File: src/rtl/fcl_ctrl_pkg.sv
// fcl_ctrl_pkg: shared FSM state type, default layer sizes and index-width helper
package fcl_ctrl_pkg;
   typedef enum logic [1:0] {IDLE, LOAD, RUN, DONE} state_e;
   localparam int NUM_IN_DEF  = 16;
   localparam int NUM_OUT_DEF = 16;
   function automatic int idx_w(input int n);
      return n > 1 ? $clog2(n) : 1;
   endfunction
endpackage

File: src/rtl/fcl_mem_ctrl_if.sv
// fcl_mem_ctrl_if: control, loader, RAM and MAC signals of the weight memory controller
interface fcl_mem_ctrl_if #(
   parameter int RAM_ADDRW = 8,
   parameter int RAM_WIDTH = 32
);
   logic                 load_start_i;
   logic                 run_start_i;
   logic                 abort_i;
   logic                 load_valid_i;
   logic [RAM_WIDTH-1:0] load_data_i;
   logic                 load_ready_o;
   logic                 ram_wren_o;
   logic [RAM_ADDRW-1:0] ram_wr_addr_o;
   logic [RAM_WIDTH-1:0] ram_wr_data_o;
   logic [RAM_ADDRW-1:0] ram_rd_addr_o;
   logic [RAM_WIDTH-1:0] ram_rd_data_i;
   logic                 mac_valid_o;
   logic [RAM_WIDTH-1:0] mac_data_o;
   logic                 mac_first_o;
   logic                 mac_last_o;
   logic                 mac_ready_i;
   logic                 busy_o;
   logic                 done_o;
   logic [15:0]          perf_stall_o;
   modport slave (
      input  load_start_i, run_start_i, abort_i, load_valid_i, load_data_i, ram_rd_data_i, mac_ready_i,
      output load_ready_o, ram_wren_o, ram_wr_addr_o, ram_wr_data_o, ram_rd_addr_o,
             mac_valid_o, mac_data_o, mac_first_o, mac_last_o, busy_o, done_o, perf_stall_o
   );
   modport master (
      output load_start_i, run_start_i, abort_i, load_valid_i, load_data_i, ram_rd_data_i, mac_ready_i,
      input  load_ready_o, ram_wren_o, ram_wr_addr_o, ram_wr_data_o, ram_rd_addr_o,
             mac_valid_o, mac_data_o, mac_first_o, mac_last_o, busy_o, done_o, perf_stall_o
   );
endinterface

File: src/rtl/fcl_addr_gen.sv
// fcl_addr_gen: in/out neuron index counters producing the linear weight address
module fcl_addr_gen
   import fcl_ctrl_pkg::*;
#(
   parameter int NUM_IN  = NUM_IN_DEF,
   parameter int NUM_OUT = NUM_OUT_DEF,
   parameter int ADDRW   = 8
) (
   input  logic             clk_i,
   input  logic             rst_i,
   input  logic             clr_i,
   input  logic             adv_i,
   output logic [ADDRW-1:0] addr_o,
   output logic             first_o,
   output logic             last_o,
   output logic             final_o
);
   localparam int IW = idx_w(NUM_IN);
   localparam int OW = idx_w(NUM_OUT);
   logic [IW-1:0] in_q, in_d;
   logic [OW-1:0] out_q, out_d;
   assign first_o = in_q == '0;
   assign last_o  = in_q == IW'(NUM_IN - 1);
   assign final_o = last_o && out_q == OW'(NUM_OUT - 1);
   assign addr_o  = ADDRW'(int'(out_q) * NUM_IN + int'(in_q));
   assign in_d  = clr_i ? '0 : adv_i ? (last_o ? '0 : in_q + 1'b1) : in_q;
   assign out_d = clr_i ? '0 : (adv_i && last_o) ? (final_o ? '0 : out_q + 1'b1) : out_q;
   always_ff @(posedge clk_i or posedge rst_i) begin
      if (rst_i) begin
         in_q  <= '0;
         out_q <= '0;
      end else begin
         in_q  <= in_d;
         out_q <= out_d;
      end
   end
endmodule

File: src/rtl/fcl_mem_ctrl.sv
// fcl_mem_ctrl: weight RAM loader and zero-latency MAC weight streamer.
// Define FCL_MEM_CTRL_PERF_EN to enable the backpressure stall counter.
module fcl_mem_ctrl
   import fcl_ctrl_pkg::*;
#(
   parameter int RAM_ADDRW = 8,
   parameter int RAM_WIDTH = 32,
   parameter int NUM_IN    = NUM_IN_DEF,
   parameter int NUM_OUT   = NUM_OUT_DEF
) (
   input logic         clk_i,
   input logic         rst_i,
   fcl_mem_ctrl_if.slave ctrl_if
);
   state_e               state_q, state_d;
   logic [RAM_ADDRW-1:0] addr;
   logic                 first, last, fin, wren, mac_valid, hs, clr;
   // abort suppresses both handshakes in its own cycle
   assign wren      = state_q == LOAD && !ctrl_if.abort_i && ctrl_if.load_valid_i;
   assign mac_valid = state_q == RUN && !ctrl_if.abort_i;
   assign hs        = mac_valid && ctrl_if.mac_ready_i;
   assign clr       = ctrl_if.abort_i || (state_q != LOAD && state_q != RUN);
   fcl_addr_gen #(.NUM_IN(NUM_IN), .NUM_OUT(NUM_OUT), .ADDRW(RAM_ADDRW)) u_addr_gen (
      .clk_i, .rst_i, .clr_i(clr), .adv_i(wren || hs),
      .addr_o(addr), .first_o(first), .last_o(last), .final_o(fin)
   );
   always_comb begin
      state_d = state_q;
      unique case (state_q)
         IDLE:    state_d = ctrl_if.load_start_i ? LOAD : ctrl_if.run_start_i ? RUN : IDLE;
         LOAD:    state_d = (ctrl_if.abort_i || (wren && fin)) ? IDLE : LOAD;
         RUN:     state_d = ctrl_if.abort_i ? IDLE : (hs && fin) ? DONE : RUN;
         default: state_d = IDLE;
      endcase
   end
   always_ff @(posedge clk_i or posedge rst_i) begin
      if (rst_i) state_q <= IDLE;
      else       state_q <= state_d;
   end
   assign ctrl_if.load_ready_o  = state_q == LOAD && !ctrl_if.abort_i;
   assign ctrl_if.ram_wren_o    = wren;
   assign ctrl_if.ram_wr_addr_o = wren ? addr : '0;
   assign ctrl_if.ram_wr_data_o = wren ? ctrl_if.load_data_i : '0;
   assign ctrl_if.ram_rd_addr_o = mac_valid ? addr : '0;
   assign ctrl_if.mac_valid_o   = mac_valid;
   assign ctrl_if.mac_data_o    = mac_valid ? ctrl_if.ram_rd_data_i : '0;
   assign ctrl_if.mac_first_o   = mac_valid && first;
   assign ctrl_if.mac_last_o    = mac_valid && last;
   assign ctrl_if.busy_o        = state_q != IDLE;
   assign ctrl_if.done_o        = state_q == DONE;
`ifdef FCL_MEM_CTRL_PERF_EN
   logic [15:0] stall_q;
   always_ff @(posedge clk_i or posedge rst_i) begin
      if (rst_i)                                    stall_q <= '0;
      else if (state_q == IDLE && state_d == RUN)   stall_q <= '0;
      else if (mac_valid && !ctrl_if.mac_ready_i && stall_q != 16'hFFFF) stall_q <= stall_q + 1'b1;
   end
   assign ctrl_if.perf_stall_o = stall_q;
`else
   assign ctrl_if.perf_stall_o = '0;
`endif
endmodule

File: src/flat_wrapper.sv
// flat-port wrapper written by rule: the top's interface ports become plain ports
module fcl_mem_ctrl_flat import fcl_ctrl_pkg::*;
#(
   parameter int RAM_ADDRW = 8,
   parameter int RAM_WIDTH = 32,
   parameter int NUM_IN    = NUM_IN_DEF,
   parameter int NUM_OUT   = NUM_OUT_DEF
)
  (clk_i, rst_i, ctrl_if_load_start_i, ctrl_if_run_start_i, ctrl_if_abort_i, ctrl_if_load_valid_i, ctrl_if_load_data_i, ctrl_if_ram_rd_data_i, ctrl_if_mac_ready_i, ctrl_if_load_ready_o, ctrl_if_ram_wren_o, ctrl_if_ram_wr_addr_o, ctrl_if_ram_wr_data_o, ctrl_if_ram_rd_addr_o, ctrl_if_mac_valid_o, ctrl_if_mac_data_o, ctrl_if_mac_first_o, ctrl_if_mac_last_o, ctrl_if_busy_o, ctrl_if_done_o, ctrl_if_perf_stall_o);
  fcl_mem_ctrl_if #(.RAM_ADDRW(RAM_ADDRW), .RAM_WIDTH(RAM_WIDTH)) ctrl_if_i ();
  input logic clk_i;
  input logic rst_i;
  input wire logic [$bits(ctrl_if_i.load_start_i)-1:0] ctrl_if_load_start_i;
  input wire logic [$bits(ctrl_if_i.run_start_i)-1:0] ctrl_if_run_start_i;
  input wire logic [$bits(ctrl_if_i.abort_i)-1:0] ctrl_if_abort_i;
  input wire logic [$bits(ctrl_if_i.load_valid_i)-1:0] ctrl_if_load_valid_i;
  input wire logic [$bits(ctrl_if_i.load_data_i)-1:0] ctrl_if_load_data_i;
  input wire logic [$bits(ctrl_if_i.ram_rd_data_i)-1:0] ctrl_if_ram_rd_data_i;
  input wire logic [$bits(ctrl_if_i.mac_ready_i)-1:0] ctrl_if_mac_ready_i;
  output wire logic [$bits(ctrl_if_i.load_ready_o)-1:0] ctrl_if_load_ready_o;
  output wire logic [$bits(ctrl_if_i.ram_wren_o)-1:0] ctrl_if_ram_wren_o;
  output wire logic [$bits(ctrl_if_i.ram_wr_addr_o)-1:0] ctrl_if_ram_wr_addr_o;
  output wire logic [$bits(ctrl_if_i.ram_wr_data_o)-1:0] ctrl_if_ram_wr_data_o;
  output wire logic [$bits(ctrl_if_i.ram_rd_addr_o)-1:0] ctrl_if_ram_rd_addr_o;
  output wire logic [$bits(ctrl_if_i.mac_valid_o)-1:0] ctrl_if_mac_valid_o;
  output wire logic [$bits(ctrl_if_i.mac_data_o)-1:0] ctrl_if_mac_data_o;
  output wire logic [$bits(ctrl_if_i.mac_first_o)-1:0] ctrl_if_mac_first_o;
  output wire logic [$bits(ctrl_if_i.mac_last_o)-1:0] ctrl_if_mac_last_o;
  output wire logic [$bits(ctrl_if_i.busy_o)-1:0] ctrl_if_busy_o;
  output wire logic [$bits(ctrl_if_i.done_o)-1:0] ctrl_if_done_o;
  output wire logic [$bits(ctrl_if_i.perf_stall_o)-1:0] ctrl_if_perf_stall_o;
  assign ctrl_if_i.load_start_i = ctrl_if_load_start_i;
  assign ctrl_if_i.run_start_i = ctrl_if_run_start_i;
  assign ctrl_if_i.abort_i = ctrl_if_abort_i;
  assign ctrl_if_i.load_valid_i = ctrl_if_load_valid_i;
  assign ctrl_if_i.load_data_i = ctrl_if_load_data_i;
  assign ctrl_if_i.ram_rd_data_i = ctrl_if_ram_rd_data_i;
  assign ctrl_if_i.mac_ready_i = ctrl_if_mac_ready_i;
  assign ctrl_if_load_ready_o = ctrl_if_i.load_ready_o;
  assign ctrl_if_ram_wren_o = ctrl_if_i.ram_wren_o;
  assign ctrl_if_ram_wr_addr_o = ctrl_if_i.ram_wr_addr_o;
  assign ctrl_if_ram_wr_data_o = ctrl_if_i.ram_wr_data_o;
  assign ctrl_if_ram_rd_addr_o = ctrl_if_i.ram_rd_addr_o;
  assign ctrl_if_mac_valid_o = ctrl_if_i.mac_valid_o;
  assign ctrl_if_mac_data_o = ctrl_if_i.mac_data_o;
  assign ctrl_if_mac_first_o = ctrl_if_i.mac_first_o;
  assign ctrl_if_mac_last_o = ctrl_if_i.mac_last_o;
  assign ctrl_if_busy_o = ctrl_if_i.busy_o;
  assign ctrl_if_done_o = ctrl_if_i.done_o;
  assign ctrl_if_perf_stall_o = ctrl_if_i.perf_stall_o;
  fcl_mem_ctrl #(.RAM_ADDRW(RAM_ADDRW), .RAM_WIDTH(RAM_WIDTH), .NUM_IN(NUM_IN), .NUM_OUT(NUM_OUT)) u_core (.clk_i(clk_i), .rst_i(rst_i), .ctrl_if(ctrl_if_i));
endmodule
File: config.mk
export PLATFORM = sky130hd
export DESIGN_NAME = fcl_mem_ctrl_flat
export DESIGN_NICKNAME = d
export VERILOG_FILES = /design/src/rtl/fcl_ctrl_pkg.sv /design/src/rtl/fcl_mem_ctrl_if.sv /design/src/rtl/fcl_addr_gen.sv /design/src/rtl/fcl_mem_ctrl.sv /design/src/flat_wrapper.sv
export SDC_FILE = /design/constraint.sdc
export NUM_CORES = 1
export LEC_CHECK = 0
export CAP_MARGIN = 15
export CORE_AREA = 2 2 73 75
export CTS_BUF_LIST = sky130_fd_sc_hd__clkbuf_4
export DETAILED_ROUTE_END_ITERATION = 7
export DIE_AREA = 0 0 75 77
export PLACE_DENSITY = 0.94
export SLEW_MARGIN = 0
export SYNTH_ARGS = -nofsm -noshare
export SYNTH_HDL_FRONTEND = slang
export SYNTH_HIERARCHICAL = 1
export SYNTH_SLANG_ARGS = --single-unit
export TNS_END_PERCENT = 20
File: constraint.sdc
create_clock -name clk_i -period 3.5 [get_ports clk_i]
set_input_delay 0.7 -clock clk_i [delete_from_list [all_inputs] [get_ports clk_i]]
set_output_delay 0.7 -clock clk_i [all_outputs]
set_load 0.02 [all_outputs]
## Word-level counts from Yosys, hierarchy flattened

Cells that the tools add are included.
Widths: inputs -> output; s select.

| cells by class | value |
|---|---|
| add/subtract/negate cells | 3 |
| multiply operators | 0 |
| div/mod/pow operators | 0 |
| magnitude comparators | 0 |
| equal/unequal tests | 7 |
| shift-type cells | 0 |
| mux-type cells | 16 |
| bitwise operators | 0 |
| reduce and logical (&&, ||, !) cells | 20 |

Operator list:

| operator | count |
|---|---|
| $mux 32 | 2 |
| $mux 4 | 6 |
| $mux 8 | 2 |
| $logic_and 1x1->1 | 11 |
| $add 4x1->4 const B | 2 |
| $add 8x4->8 | 1 |
| $eq 4x4->1 const B | 2 |
| $mux 2 | 3 |
| $pmux 2 s3 | 1 |
| $reduce_bool 2->1 | 3 |
| $eq 2x2->1 const B | 2 |
| $logic_not 4->1 | 1 |
| $logic_or 1x1->1 | 3 |
| $eq 2x1->1 const B | 1 |
| $logic_not 2->1 | 1 |
| $mux 1 | 2 |
| $ne 2x1->1 const B | 1 |
| $ne 2x2->1 const B | 1 |
| $logic_not 1->1 | 1 |

| word-level totals | value |
|---|---|
| register bits | 10 |
| latch bits | 0 |
| bits in writable memories | 0 |
| bits in read-only memories | 0 |
| bits of input ports | 71 |
| output and inout bits | 103 |
| memories | 0 |

## Depth between registers and ports, before layout

Gate-level depths: netlist of the first run.

| depth | value |
|---|---|
| depth after elaboration | 7 |
| depth in mapped cells | 9 |
| depth with buffers taken out | 8 |

## Modules after synthesis

Netlist of the first run, hierarchy kept.

Modules (own cells, without submodules):

| module | instances | cells each | area each (um^2) |
|---|---|---|---|
| fcl_mem_ctrl | 1 | 134 | 924.6 |
| fcl_addr_gen | 1 | 50 | 459.2 |

## Worst setup path before layout of the first run

OpenSTA, ideal clock, no wires.

| path | value |
|---|---|
| path kind | input to register |
| start point | in ctrl_if_abort_i |
| end point | reg u_core.u_addr_gen.out_q[3] |
| arrival | 2.033 ns |
| slack | 1.385 ns |
| cell stages on the path | 7 |
| buffers on the path | 1 |
| cell sequence | nor2b_4 and2_1 a21o_1 clkbuf_2 nand4_4 or3_1 a31oi_1 |

| on the way | value |
|---|---|
| word-level cells in the longest chain between the ends | 6 |
| elaborated cells on any way between the ends | 10 |

Ends and longest elaborated chain:

| element | line | source |
|---|---|---|
| start, declared | flat_wrapper.sv:15 | `input wire logic [$bits(ctrl_if_i.abort_i)-1:0] ctrl_if_abort_i;` |
| $logic_not 1->1 | fcl_mem_ctrl.sv:19 | `assign wren = state_q == LOAD && !ctrl_if.abort_i && ctrl_if.load_valid_i;` |
| $logic_and 1x1->1 (2 in a row) | fcl_mem_ctrl.sv:19 |  |
| net ctrl_if_ram_wren_o | flat_wrapper.sv:21 | `output wire logic [$bits(ctrl_if_i.ram_wren_o)-1:0] ctrl_if_ram_wren_o;` |
| $logic_or 1x1->1 | fcl_mem_ctrl.sv:24 | `.clk_i, .rst_i, .clr_i(clr), .adv_i(wren \|\| hs),` |
| $logic_and 1x1->1 | fcl_addr_gen.sv:27 | `assign out_d = clr_i ? '0 : (adv_i && last_o) ? (final_o ? '0 : out_q + 1'b1) : out_q;` |
| $reduce_bool 2->1 (no line) | -- |  |
| end signal, assigned | fcl_addr_gen.sv:34 | `out_q <= out_d;` |
| end, declared | fcl_addr_gen.sv:21 | `logic [OW-1:0] out_q, out_d;` |

The timed path passes the listed nets, and every way through them passes these cells.
A chain may end at the register's enable or synchronous reset.

## Final worst setup path of the first run

| path | value |
|---|---|
| start point | in ctrl_if_abort_i |
| end point | out ctrl_if_ram_wr_data_o[0] |

| on the way | value |
|---|---|
| word-level cells in the longest chain between the ends | 4 |

Ends and longest elaborated chain:

| element | line | source |
|---|---|---|
| $logic_not 1->1 | fcl_mem_ctrl.sv:19 |  |
| $logic_and 1x1->1 (2 in a row) | fcl_mem_ctrl.sv:19 |  |
| $mux 32 | fcl_mem_ctrl.sv:43 | `assign ctrl_if.ram_wr_data_o = wren ? ctrl_if.load_data_i : '0;` |
| end, declared | flat_wrapper.sv:23 | `output wire logic [$bits(ctrl_if_i.ram_wr_data_o)-1:0] ctrl_if_ram_wr_data_o;` |

No other way between the ends.

==> summary.md, run 1 <==
| Metric | Value |
|---|---|
| Outcome | `finished, final reports clean` |
| Setup_tns | `0 ns` |
| Post-Route Skew | `0.00387 ns` |
| Die span in x | `75 um` |
| Rows | `26` |
| Setup violators final | `0` |
| I/O Pins | `174` |
| Largest net degree at the start of global routing | `47` |
| Clk buf depth | `2` |
| Post-synthesis sequential area ratio | `18.1%` |
| Remaining antenna violation count | `0` |
| Post-DR wirelength/cell | `14.8 um` |
| Final Hold Viols | `0` |
| Post-DP HPWL | `4970 um` |
| Syn avg cell area | `7.52 um2` |
| CP required | `2.80 ns` |
| Count leader, synth | `and2_1` |
| Post-Layout Cell Count | `404` |
| Number of global-route vias before repair | `1,518` |
| Area Overhead vs Synth | `114%` |
| All-Layer GR Usage | `18.7%` |
| Largest cells by area after synthesis | `and2_1 (19%), and3_1 (18%), dfrtp_1 (18%)` |
| H-tree Lvls | `1` |
| CTS tree | `yes` |
| # Max-Cap Violations | `0` |
| Via/cell ratio | `4.34` |
| Hold Path Class | `reg2reg` |
| IO buf count | `157` |
| GR met1 Demand/Resource | `24.1%` |
| Minimum clock period | `3.12 ns` |
| Area of the mapped netlist | `1380 um2` |
| Post-synthesis compound-gate area fraction | `4.88%` |
| Final Cycle Share | `89.0%` |
| Distinct cell type count after synthesis | `32` |
| Placed instance count | `400` |
| Ys flop type | `dfrtp_1` |
| Leading area contributor after synthesis | `and2_1` |
| Power per Cell Area | `258 nW/um2` |
| CP max FO | `29` |
| RSZ-0062 raised after global routing | `false` |
| Adder-cell area share of the yosys netlist | `6.33%` |
| Chip height | `77 um` |
| Fin. max-slew vios | `0` |
| Post-synth EDFFs | `0` |
| Drt pass-1 iters | `4` |
| Mapped Cells | `184` |
| Multiplexer area fraction after synthesis | `1.45%` |
| CTS Hold Bufs | `0` |
| Synth Area in Simple Gates | `49.1%` |
| Initial core utilization | `27.8%` |
| Maximum VDD drop | `124 uV` |
| Final core occ | `59.4%` |
| Synth warnings | `6` |
| DRT iter0 DRCs | `48` |
| Top Usage Layer GRT | `met2` |
| Worst hold margin | `0.612 ns` |
| Leak Pwr | `1.35 nW` |
| CP endpoint kind | `primary output` |
| Number of clock sinks | `10` |
| Post-CTS setup buffers | `0` |
| Number of vias in the routed layout | `1,755` |
| Post-synth top cells | `and2_1 (43), and3_1 (40), buf_4 (16), dfrtp_1 (10), inv_1 (10)` |
| GPL Wtd Cong | `0.778` |
| Core area | `4980 um2` |
| FF+latch count, synth | `10` |
| Layout Nets | `413` |
| Grt met3 use | `3.02%` |
| Post-DP Area | `2930 um2` |
| Die Area | `5780 um2` |
| Top cell type's share of synthesized area | `19.4%` |
| CTS resizes | `0` |
| Critical path class | `in2out` |
| Routed WL | `5990 um` |
| Crit path launch type | `primary input` |
| XOR/XNOR Fraction of Synth Area | `1.27%` |
| Asr flop ratio synth | `100%` |
| Initial antenna violation count | `0` |
| Met2 Track Usage GR | `32.0%` |
| Largest family of logic cells by synthesized area | `simple AND/OR/NAND/NOR gates` |
| Clock buffer count from CTS | `3` |
| First-pass GRT wire length | `8300 um` |
| Clk root buf | `clkbuf_4` |
| Residual DRC | `0` |
| CP arrival | `2.42 ns` |
| Ant. Diodes | `0` |
| Clock edge transition at the registers on the reported setup and hold paths | `0.07 ns` |
| Ratio of cells with drive above 1 in the final layout | `3.59%` |
| Remaining Overflow, GRT | `0` |
| Worst-skew pair later-pin latency | `0.26 ns` |
| Finished Cell Area | `2960 um2` |
| Achievable Freq | `321 MHz` |
[stage by stage]
stage / total power [mW] / setup slack, ns
final: 0.764 / 0.385
after global routing: 0.812 / 0.343
after CTS: 0.769 / 0.389
after detailed placement: 0.683 / 0.394
after global placement: 0.672 / 0.457
after floorplan: 0.442 / 1.39
[registers in the layout, summed over array words and instances, names as in the netlist]
register / count
u_core/state_q: 2
u_core/u_addr_gen/in_q: 4
u_core/u_addr_gen/out_q: 4
[placed cells by master (no fill, tap or decap)]
cell type and instances:
xor2_1 2, mux2i_1 2, o21ai_0 1, nand2b_1 1
nand4_4 1, or3_1 2, buf_12 1, nand2_1 6
nor2_1 7, a31oi_1 1, a21oi_1 4, clkbuf_4 3
conb_1 16, nand3_1 6, ha_1 7, buf_4 4
nor2b_2 1, a21o_1 1, clkinv_1 1, clkdlybuf4s50_1 157
nor3_1 1, a31oi_2 1, or3b_1 1, and2_1 43
a22oi_1 1, nor2b_4 1, nor3b_1 1, dfrtp_1 10
and3_1 40, a41oi_1 1, inv_1 10
[logic make-up (layout without fill, tap and decap cells)]
family / Yosys count / count (layout)
DFF: 10 / 10
AOI/OAI and AO/OA: 10 / 10
adders and majority gates: 7 / 7
and+or+nand+nor: 111 / 111
other: 1 / 16
buffers and inverters: 41 / 176
xor gates and xnor gates: 2 / 2
muxes: 2 / 2
[cell type report]
type                       count  area [um2]
clock inverter                 1        3.75
fill                         430        2020
clock buffer                   3        22.5
multi-input combinational    148         935
inverter                      10        37.5
tap                           70        87.6
sequential                    10         250
timing repair buffer         162        1620
[per-layer routing]
layer | up-vias | routed length (um)
met5 | - | 0
met4 | 0 | 65
met3 | 4 | 515
met2 | 85 | 3070
met1 | 795 | 2340
li1 | 871 | -
[critical path, cell delays in order]
cell	delay [ns]
clkdlybuf4s50_1	0.49
nor2b_4	0.14
buf_4	0.24
and3_1	0.21
clkdlybuf4s50_1	0.63
[path summary, 6_finish.rpt]
| check | start | endpoint | slack, ns | cells after the start |
|---|---|---|---|---|
| setup / recovery | ctrl_if_abort_i | ctrl_if_ram_wr_data_o[0] | 0.38 | 5 |
| hold reg to reg | u_core/u_addr_gen/out_q[0] | u_core/u_addr_gen/out_q[0] | 0.61 | 2 |
| hold / removal | u_core/u_addr_gen/out_q[0] | u_core/u_addr_gen/out_q[0] | 0.61 | 2 |
| min in group asynchronous | rst_i | u_core/state_q[0] | 0.64 | 2 |
| max in group asynchronous | rst_i | u_core/u_addr_gen/out_q[2] | 2.51 | 2 |
| setup reg to reg | u_core/state_q[1] | u_core/u_addr_gen/out_q[3] | 1.26 | 9 |
[power by group]
part,internal [mW],total [mW],switching (mW)
clock,0.0412,0.0831,0.0419
combinational,0.270,0.545,0.274
sequential,0.126,0.136,0.0103
total,0.437,0.764,0.327
(Power assumes the default switching activity.)
==> inputs of run 2 (changes only) <==
- CORE_AREA: 2 2 73 75 -> 2 2 75 77
- DIE_AREA: 0 0 75 77 -> 0 0 77 79
- PLACE_DENSITY: 0.94 -> 0.9
- clock period: 3.5 -> 3.4 ns (I/O delays scaled with it)
==> summary.md, run 2 (synthesized netlist as in run 1, its figures left out) <==
| Metric | Value |
|---|---|
| Outcome | `finished, final reports clean` |
| Ant. Diodes | `0 (unchanged)` |
| CP arrival | `2.43 ns (about the same)` |
| Hold Path Class | `in2async` |
| Placed instance count | `403 (+0.75%)` |
| Die Area | `6080 um2 (+5.3%)` |
| Clock buffer count from CTS | `3 (unchanged)` |
| CTS tree | `yes` |
| Chip height | `79 um (+2.6%)` |
| Via/cell ratio | `4.34 (about the same)` |
| Most frequent cell on the critical path | `clkdlybuf4s50_1` |
| Clk buf depth | `2 (unchanged)` |
| Setup violators final | `0 (unchanged)` |
| GPL Wtd Cong | `0.840 (+7.9%)` |
| Reg2reg end | `u_core/u_addr_gen/out_q[3]` |
| Remaining antenna violation count | `0 (unchanged)` |
| Clock edge transition at the registers on the reported setup and hold paths | `0.07 ns (about the same)` |
| Critical path class | `in2out` |
| Power per Cell Area | `266 nW/um2 (+3.1%)` |
| Remaining Overflow, GRT | `0 (unchanged)` |
| Number of vias in the routed layout | `1,768 (+0.74%)` |
| Layout Nets | `414 (+0.24%)` |
| Area Overhead vs Synth | `114%` |
| Clock Power Share | `10.8% (about the same)` |
| Post-DP HPWL | `4700 um (-5.4%)` |
| Rows | `27 (+3.8%)` |
| Final Cycle Share | `91.4%` |
| Fin. max-slew vios | `0 (unchanged)` |
| Int Power | `0.454 mW (+3.7%)` |
| Worst setup path startpoint | `ctrl_if_abort_i` |
| Seq pwr share | `17.7% (about the same)` |
| Minimum clock period | `3.11 ns` |
| R2R setup slack | `1.16 ns (-0.10 ns)` |
| Path depth of the worst reg2reg path | `9 (unchanged)` |
| Ratio of cells with drive above 1 in the final layout | `3.88% (+0.29 points)` |
| Die span in x | `77 um (+2.7%)` |
| Routed WL | `5750 um (-4.0%)` |
| Initial core utilization | `25.9% (-1.9 points)` |
| All-Layer GR Usage | `17.7% (-0.92 points)` |
| Final Hold Viols | `0 (unchanged)` |
| Number of clock sinks | `10 (unchanged)` |
| Slowest stage delay, CP | `0.61 ns (-0.02 ns)` |
| Largest regs | `u_core/u_addr_gen/in_q: 4 flops, u_core/u_addr_gen/out_q: 4 flops, u_core/state_q: 2 flops` |
| IO buf count | `157 (unchanged)` |
| H-tree Lvls | `1 (unchanged)` |
| Maximum VDD drop | `150 uV (+21%)` |
| Achievable Freq | `322 MHz` |
| Post-CTS setup buffers | `0 (unchanged)` |
| Leak Pwr | `1.36 nW (+0.43%)` |
| Drt pass-1 iters | `4 (unchanged)` |
| Net Sw Frac | `42.6% (-0.14 points)` |
| Residual DRC | `0 (unchanged)` |
| CTS Hold Bufs | `0 (unchanged)` |
| Post-Route Skew | `0.00455 ns (+0.000681 ns)` |
| Setup_tns | `0 ns (unchanged)` |
| CTS resizes | `0 (unchanged)` |
| Comb pwr share | `71.5% (+0.2 points)` |
| CP max FO | `28 (-3.4%)` |
| Most common cell after layout, fill and taps aside | `clkdlybuf4s50_1` |
| Critical-path cell list | `clkdlybuf4s50_1, nor2b_2, buf_4, and2_1, clkdlybuf4s50_1` |
| First-pass GRT wire length | `8880 um (+7.0%)` |
| Most frequent cells in the layout | `clkdlybuf4s50_1 (157), and2_1 (43), and3_1 (40), conb_1 (16)` |
| Largest net degree at the start of global routing | `44 (-6.4%)` |
| Crit Reg-Reg Startpoint | `u_core/state_q[1]` |
| Number of global-route vias before repair | `1,739 (+15%)` |
| P_sw | `0.337 mW (+3.2%)` |
| Initial antenna violation count | `0 (unchanged)` |
| Worst-skew pair later-pin latency | `0.27 ns (about the same)` |
| Crit-path slowest cell | `clkdlybuf4s50_1` |
| RSZ-0062 raised after global routing | `false` |
| Post-DR wirelength/cell | `14.1 um (-4.7%)` |
| Crit path launch type | `primary input` |
| DRT iter0 DRCs | `35 (-27%)` |
| Core area | `5340 um2 (+7.2%)` |
| Worst Setup EP | `ctrl_if_mac_data_o[17]` |
| Clk root buf | `clkbuf_4` |
| I/O Pins | `174 (unchanged)` |
| CP endpoint kind | `primary output` |
| Post-Layout Cell Count | `407 (+0.74%)` |
| # Max-Cap Violations | `0 (unchanged)` |
| CP required | `2.72 ns (-0.08 ns)` |
## run 2: cell types whose count changed in the layout (fill, tap and decap cells not counted)
cell,delta
buf_4,+1
## run 2: how the worst min path moves through the flow
stage	end	slack (ns)	startpoint
5_1_grt	u_core/state_q[1]	0.62	rst_i
3_5_place_dp	u_core/u_addr_gen/out_q[1]	0.60	u_core/u_addr_gen/out_q[1]
4_1_cts	u_core/state_q[1]	0.61	rst_i
3_3_place_gp	u_core/u_addr_gen/out_q[1]	0.58	u_core/u_addr_gen/out_q[1]
2_1_floorplan	u_core/state_q[0]	0.42	rst_i
6_report	u_core/state_q[1]	0.61	rst_i
## run 2: final cells by class
cell class | count | area [um2]
flip-flops and latches | 10 | 250
clock inverters | 1 | 3.75
multi-input cells | 148 | 935
fillers | 507 | 2370
clock buffers | 3 | 22.5
repair buffers | 163 | 1630
inverters | 10 | 37.5
well taps | 72 | 90.1
## run 2: power by group through the flow
stage,Sequential (mW),Combinational (mW),Clock (mW)
2_1_floorplan,0.140,0.314,0
3_3_place_gp,0.142,0.559,0
3_5_place_dp,0.143,0.569,0
4_1_cts,0.140,0.571,0.0882
5_1_grt,0.141,0.604,0.0955
6_report,0.140,0.565,0.0854
## run 2: worst max-delay path: cells and delay by family
| kind | cells | cell delay (ns) |
|---|---|---|
| buf+inv | 3 | 1.38 |
| simple gates | 2 | 0.37 |
## run 2: through the flow
stage	utilization, %	hold slack [ns]	power, mW	worst slack [ns]	area (um2)
floorplan	-	0.421	0.455	1.31	1440
global placement	55.1	0.575	0.700	0.371	2940
detailed placement	55.1	0.599	0.711	0.284	2940
CTS	55.6	0.607	0.799	0.275	2970
global route	55.6	0.616	0.841	0.186	2970
finish	55.6	0.611	0.791	0.293	2970
## run 2: metal layers
layer	wire, um	global-route usage [%]	vias up	part of all wire (%)
met5	0	0	-	0
met4	51	2.86	0	0.89
met3	501	5.11	6	8.7
met2	3040	34.1	92	53
met1	2150	19.7	797	37
li1	-	-	873	-
==> inputs of run 3 (changes only) <==
- CORE_AREA: 2 2 75 77 -> 2 2 76 78
- DIE_AREA: 0 0 77 79 -> 0 0 78 80
- HOLD_SLACK_MARGIN: default -> 0.06
- PLACE_DENSITY: 0.9 -> 0.89
- SETUP_SLACK_MARGIN: default -> 0.2
- SYNTH_HIERARCHICAL: 1 -> default
==> summary.md, run 3 <==
| Metric | Value |
|---|---|
| Hold Path Class | `reg2reg` |
| Setup violators final | `0 (unchanged)` |
| Area of the mapped netlist | `1410 um2 (+1.8%)` |
| Achievable Freq | `330 MHz (+2.6%)` |
| Clock Power Share | `10.8% (about the same)` |
| Clk root buf | `clkbuf_4` |
| CP max FO | `43 (+54%)` |
| Number of vias in the routed layout | `1,860 (+5.2%)` |
| RSZ-0062 raised after global routing | `false` |
| FF+latch count, synth | `10 (unchanged)` |
| Remaining Overflow, GRT | `0 (unchanged)` |
| Post-DP Area | `3020 um2 (+2.7%)` |
| Mapped Cells | `188 (+2.2%)` |
| Post-synth EDFFs | `0 (unchanged)` |
| Clk buf depth | `2 (unchanged)` |
| Post-synth top cells | `and2_1 (41), and3_1 (40), buf_4 (16)` |
| Minimum clock period | `3.03 ns (-0.0781 ns)` |
| Final core occ | `56.3% (+0.72 points)` |
| All-Layer GR Usage | `16.8% (-0.92 points)` |
| GPL Wtd Cong | `0.785 (-6.5%)` |
| Finished Cell Area | `3040 um2 (+2.6%)` |
| Critical-path cell list | `clkdlybuf4s50_1, nor2b_2, buf_12, and3_1, clkdlybuf4s50_1` |
| Syn avg cell area | `7.49 um2 (-0.36%)` |
| Largest cells by area after synthesis | `and2_1 (18%), and3_1 (18%), dfrtp_1 (18%)` |
| Leak Pwr | `1.35 nW (-0.66%)` |
| Remaining antenna violation count | `0 (unchanged)` |
| Rows | `27 (unchanged)` |
| CP arrival | `2.35 ns (-0.08 ns)` |
| # Max-Cap Violations | `0 (unchanged)` |
| Number of clock sinks | `10 (unchanged)` |
| Final Hold Viols | `0 (unchanged)` |
| IO buf count | `157 (unchanged)` |
| Worst-skew pair later-pin latency | `0.28 ns (about the same)` |
| Chip height | `80 um (+1.3%)` |
| Critical path class | `in2out` |
| Top cell type's share of synthesized area | `18.2% (-1.2 points)` |
| Layout Nets | `419 (+1.2%)` |
| Post-DP HPWL | `4620 um (-1.5%)` |
| Count leader, synth | `and2_1` |
| Power per Cell Area | `272 nW/um2 (+2.2%)` |
| Post-CTS setup buffers | `0 (unchanged)` |
| Outcome | `finished, final reports clean` |
| Post-DR wirelength/cell | `13.8 um (-2.0%)` |
| P_sw | `0.363 mW (+7.8%)` |
| Ratio of cells with drive above 1 in the final layout | `5.31% (+1.4 points)` |
| Routed WL | `5690 um (-1.0%)` |
| First-pass GRT wire length | `8600 um (-3.2%)` |
| Leading area contributor after synthesis | `and2_1` |
| Die Area | `6240 um2 (+2.6%)` |
| CTS Hold Bufs | `0 (unchanged)` |
| CTS resizes | `0 (unchanged)` |
| Area Overhead vs Synth | `116%` |
| Drt pass-1 iters | `4 (unchanged)` |
| Asr flop ratio synth | `100% (unchanged)` |
| Via/cell ratio | `4.53 (+4.2%)` |
| Comb pwr share | `72.3% (+0.8 points)` |
| Largest net degree at the start of global routing | `45 (+2.3%)` |
| Path depth of the worst reg2reg path | `5 (-4)` |
| Crit-path slowest cell | `clkdlybuf4s50_1` |
| Most frequent cell on the critical path | `clkdlybuf4s50_1` |
| Clock edge transition at the registers on the reported setup and hold paths | `0.07 ns (about the same)` |
| Die span in x | `78 um (+1.3%)` |
| Post-synthesis sequential area ratio | `17.8% (-0.32 points)` |
| CP endpoint kind | `primary output` |
| Slowest stage delay, CP | `0.60 ns (about the same)` |
| Setup_tns | `0 ns (unchanged)` |
| Crit path launch type | `primary input` |
| Fin. max-slew vios | `0 (unchanged)` |
| Number of global-route vias before repair | `1,678 (-3.5%)` |
| Ys flop type | `dfrtp_1` |
| Initial antenna violation count | `0 (unchanged)` |
| Largest regs | `u_core.u_addr_gen.in_q: 4 flops, u_core.u_addr_gen.out_q: 4 flops, u_core.state_q: 2 flops` |
| CP required | `2.72 ns (about the same)` |
| Final-layout fill cell count | `487 (-3.9%)` |
| Core area | `5410 um2 (+1.3%)` |
| Post-Layout Cell Count | `411 (+0.98%)` |
| Distinct cell type count after synthesis | `36 (+13%)` |
| Int Power | `0.466 mW (+2.6%)` |
| CTS tree | `yes` |
| Most common cell after layout, fill and taps aside | `clkdlybuf4s50_1` |
| Final Cycle Share | `89.1% (-2.3 points)` |
| Post-Route Skew | `0.00506 ns (+0.000509 ns)` |
| Maximum VDD drop | `117 uV (-22%)` |
| I/O Pins | `174 (unchanged)` |
| Clock buffer count from CTS | `3 (unchanged)` |
| Total Power | `0.829 mW (+4.8%)` |
| WHS Path Cells | `2` |
| Net Sw Frac | `43.8% (+1.2 points)` |
| H-tree Lvls | `1 (unchanged)` |
| Synth warnings | `0 (-6)` |
| Residual DRC | `0 (unchanged)` |
| Placed instance count | `408 (+1.2%)` |
| Most frequent cells in the layout | `clkdlybuf4s50_1 (157), and2_1 (41), and3_1 (40), conb_1 (16)` |
| Seq pwr share | `16.9% (-0.8 points)` |
| Initial core utilization | `26.1% (+0.14 points)` |
| Ant. Diodes | `0 (unchanged)` |
| DRT iter0 DRCs | `128 (+270%)` |
[run 3: cell families (layout without fill, tap and decap cells)]
logic type | after synthesis | after routing | synth area share (%)
simple gates | 110 | 110 | 49.2
other cells | 1 | 16 | 0.266
compound gates | 20 | 20 | 10.9
mux | 1 | 1 | 0.711
flops | 10 | 10 | 17.8
fa+ha+maj | 7 | 7 | 6.22
buf+inv | 39 | 175 | 14.9
[run 3: critical path: cells and delay by family]
kind | cells | cell delay, ns
buf+inv | 3 | 1.27
simple gates | 2 | 0.38
[run 3: worst paths after layout]
check | from | to | slack [ns]
worst min-delay path | u_core.u_addr_gen.out_q[1] | u_core.u_addr_gen.out_q[1] | 0.63
worst min register to register | u_core.u_addr_gen.out_q[1] | u_core.u_addr_gen.out_q[1] | 0.63
worst max-delay path | ctrl_if_abort_i | ctrl_if_ram_wr_data_o[3] | 0.37
max in group asynchronous | rst_i | u_core.u_addr_gen.in_q[0] | 2.43
worst max register to register | u_core.state_q[0] | u_core.u_addr_gen.out_q[0] | 1.81
min in group asynchronous | rst_i | u_core.state_q[1] | 0.68
[run 3: cell type report]
class | count | area, um2 | area share, %
Clock buffer | 3 | 22.5 | 0.740
Inverter | 10 | 37.5 | 1.23
Sequential cell | 10 | 250 | 8.22
Tap cell | 72 | 90.1 | 2.96
Multi-Input combinational cell | 154 | 1010 | 33.2
Timing Repair Buffer | 162 | 1630 | 53.7
[run 3: stage by stage]
stage | worst slack (ns) | hold slack (ns)
6_report | 0.371 | 0.630
5_1_grt | 0.273 | 0.669
4_1_cts | 0.358 | 0.628
3_5_place_dp | 0.376 | 0.613
3_3_place_gp | 0.379 | 0.600
2_1_floorplan | 1.24 | 0.520
[run 3: routing by layer]
| layer | global-route usage [%] | part of all wire (%) |
|---|---|---|
| met1 | 19.6 | 38 |
| met2 | 31.3 | 54 |
| met3 | 4.07 | 7.5 |
| met4 | 3.33 | 0.97 |
| met5 | 0 | 0 |
[run 3: power by group through the flow]
| stage | sequential, mW | combinational, mW | clock, mW |
|---|---|---|---|
| 5_1_grt | 0.141 | 0.643 | 0.0943 |
| 3_5_place_dp | 0.142 | 0.602 | 0 |
| 4_1_cts | 0.139 | 0.603 | 0.0911 |
| 6_report | 0.140 | 0.599 | 0.0893 |
| 2_1_floorplan | 0.139 | 0.322 | 0 |
| 3_3_place_gp | 0.141 | 0.591 | 0 |
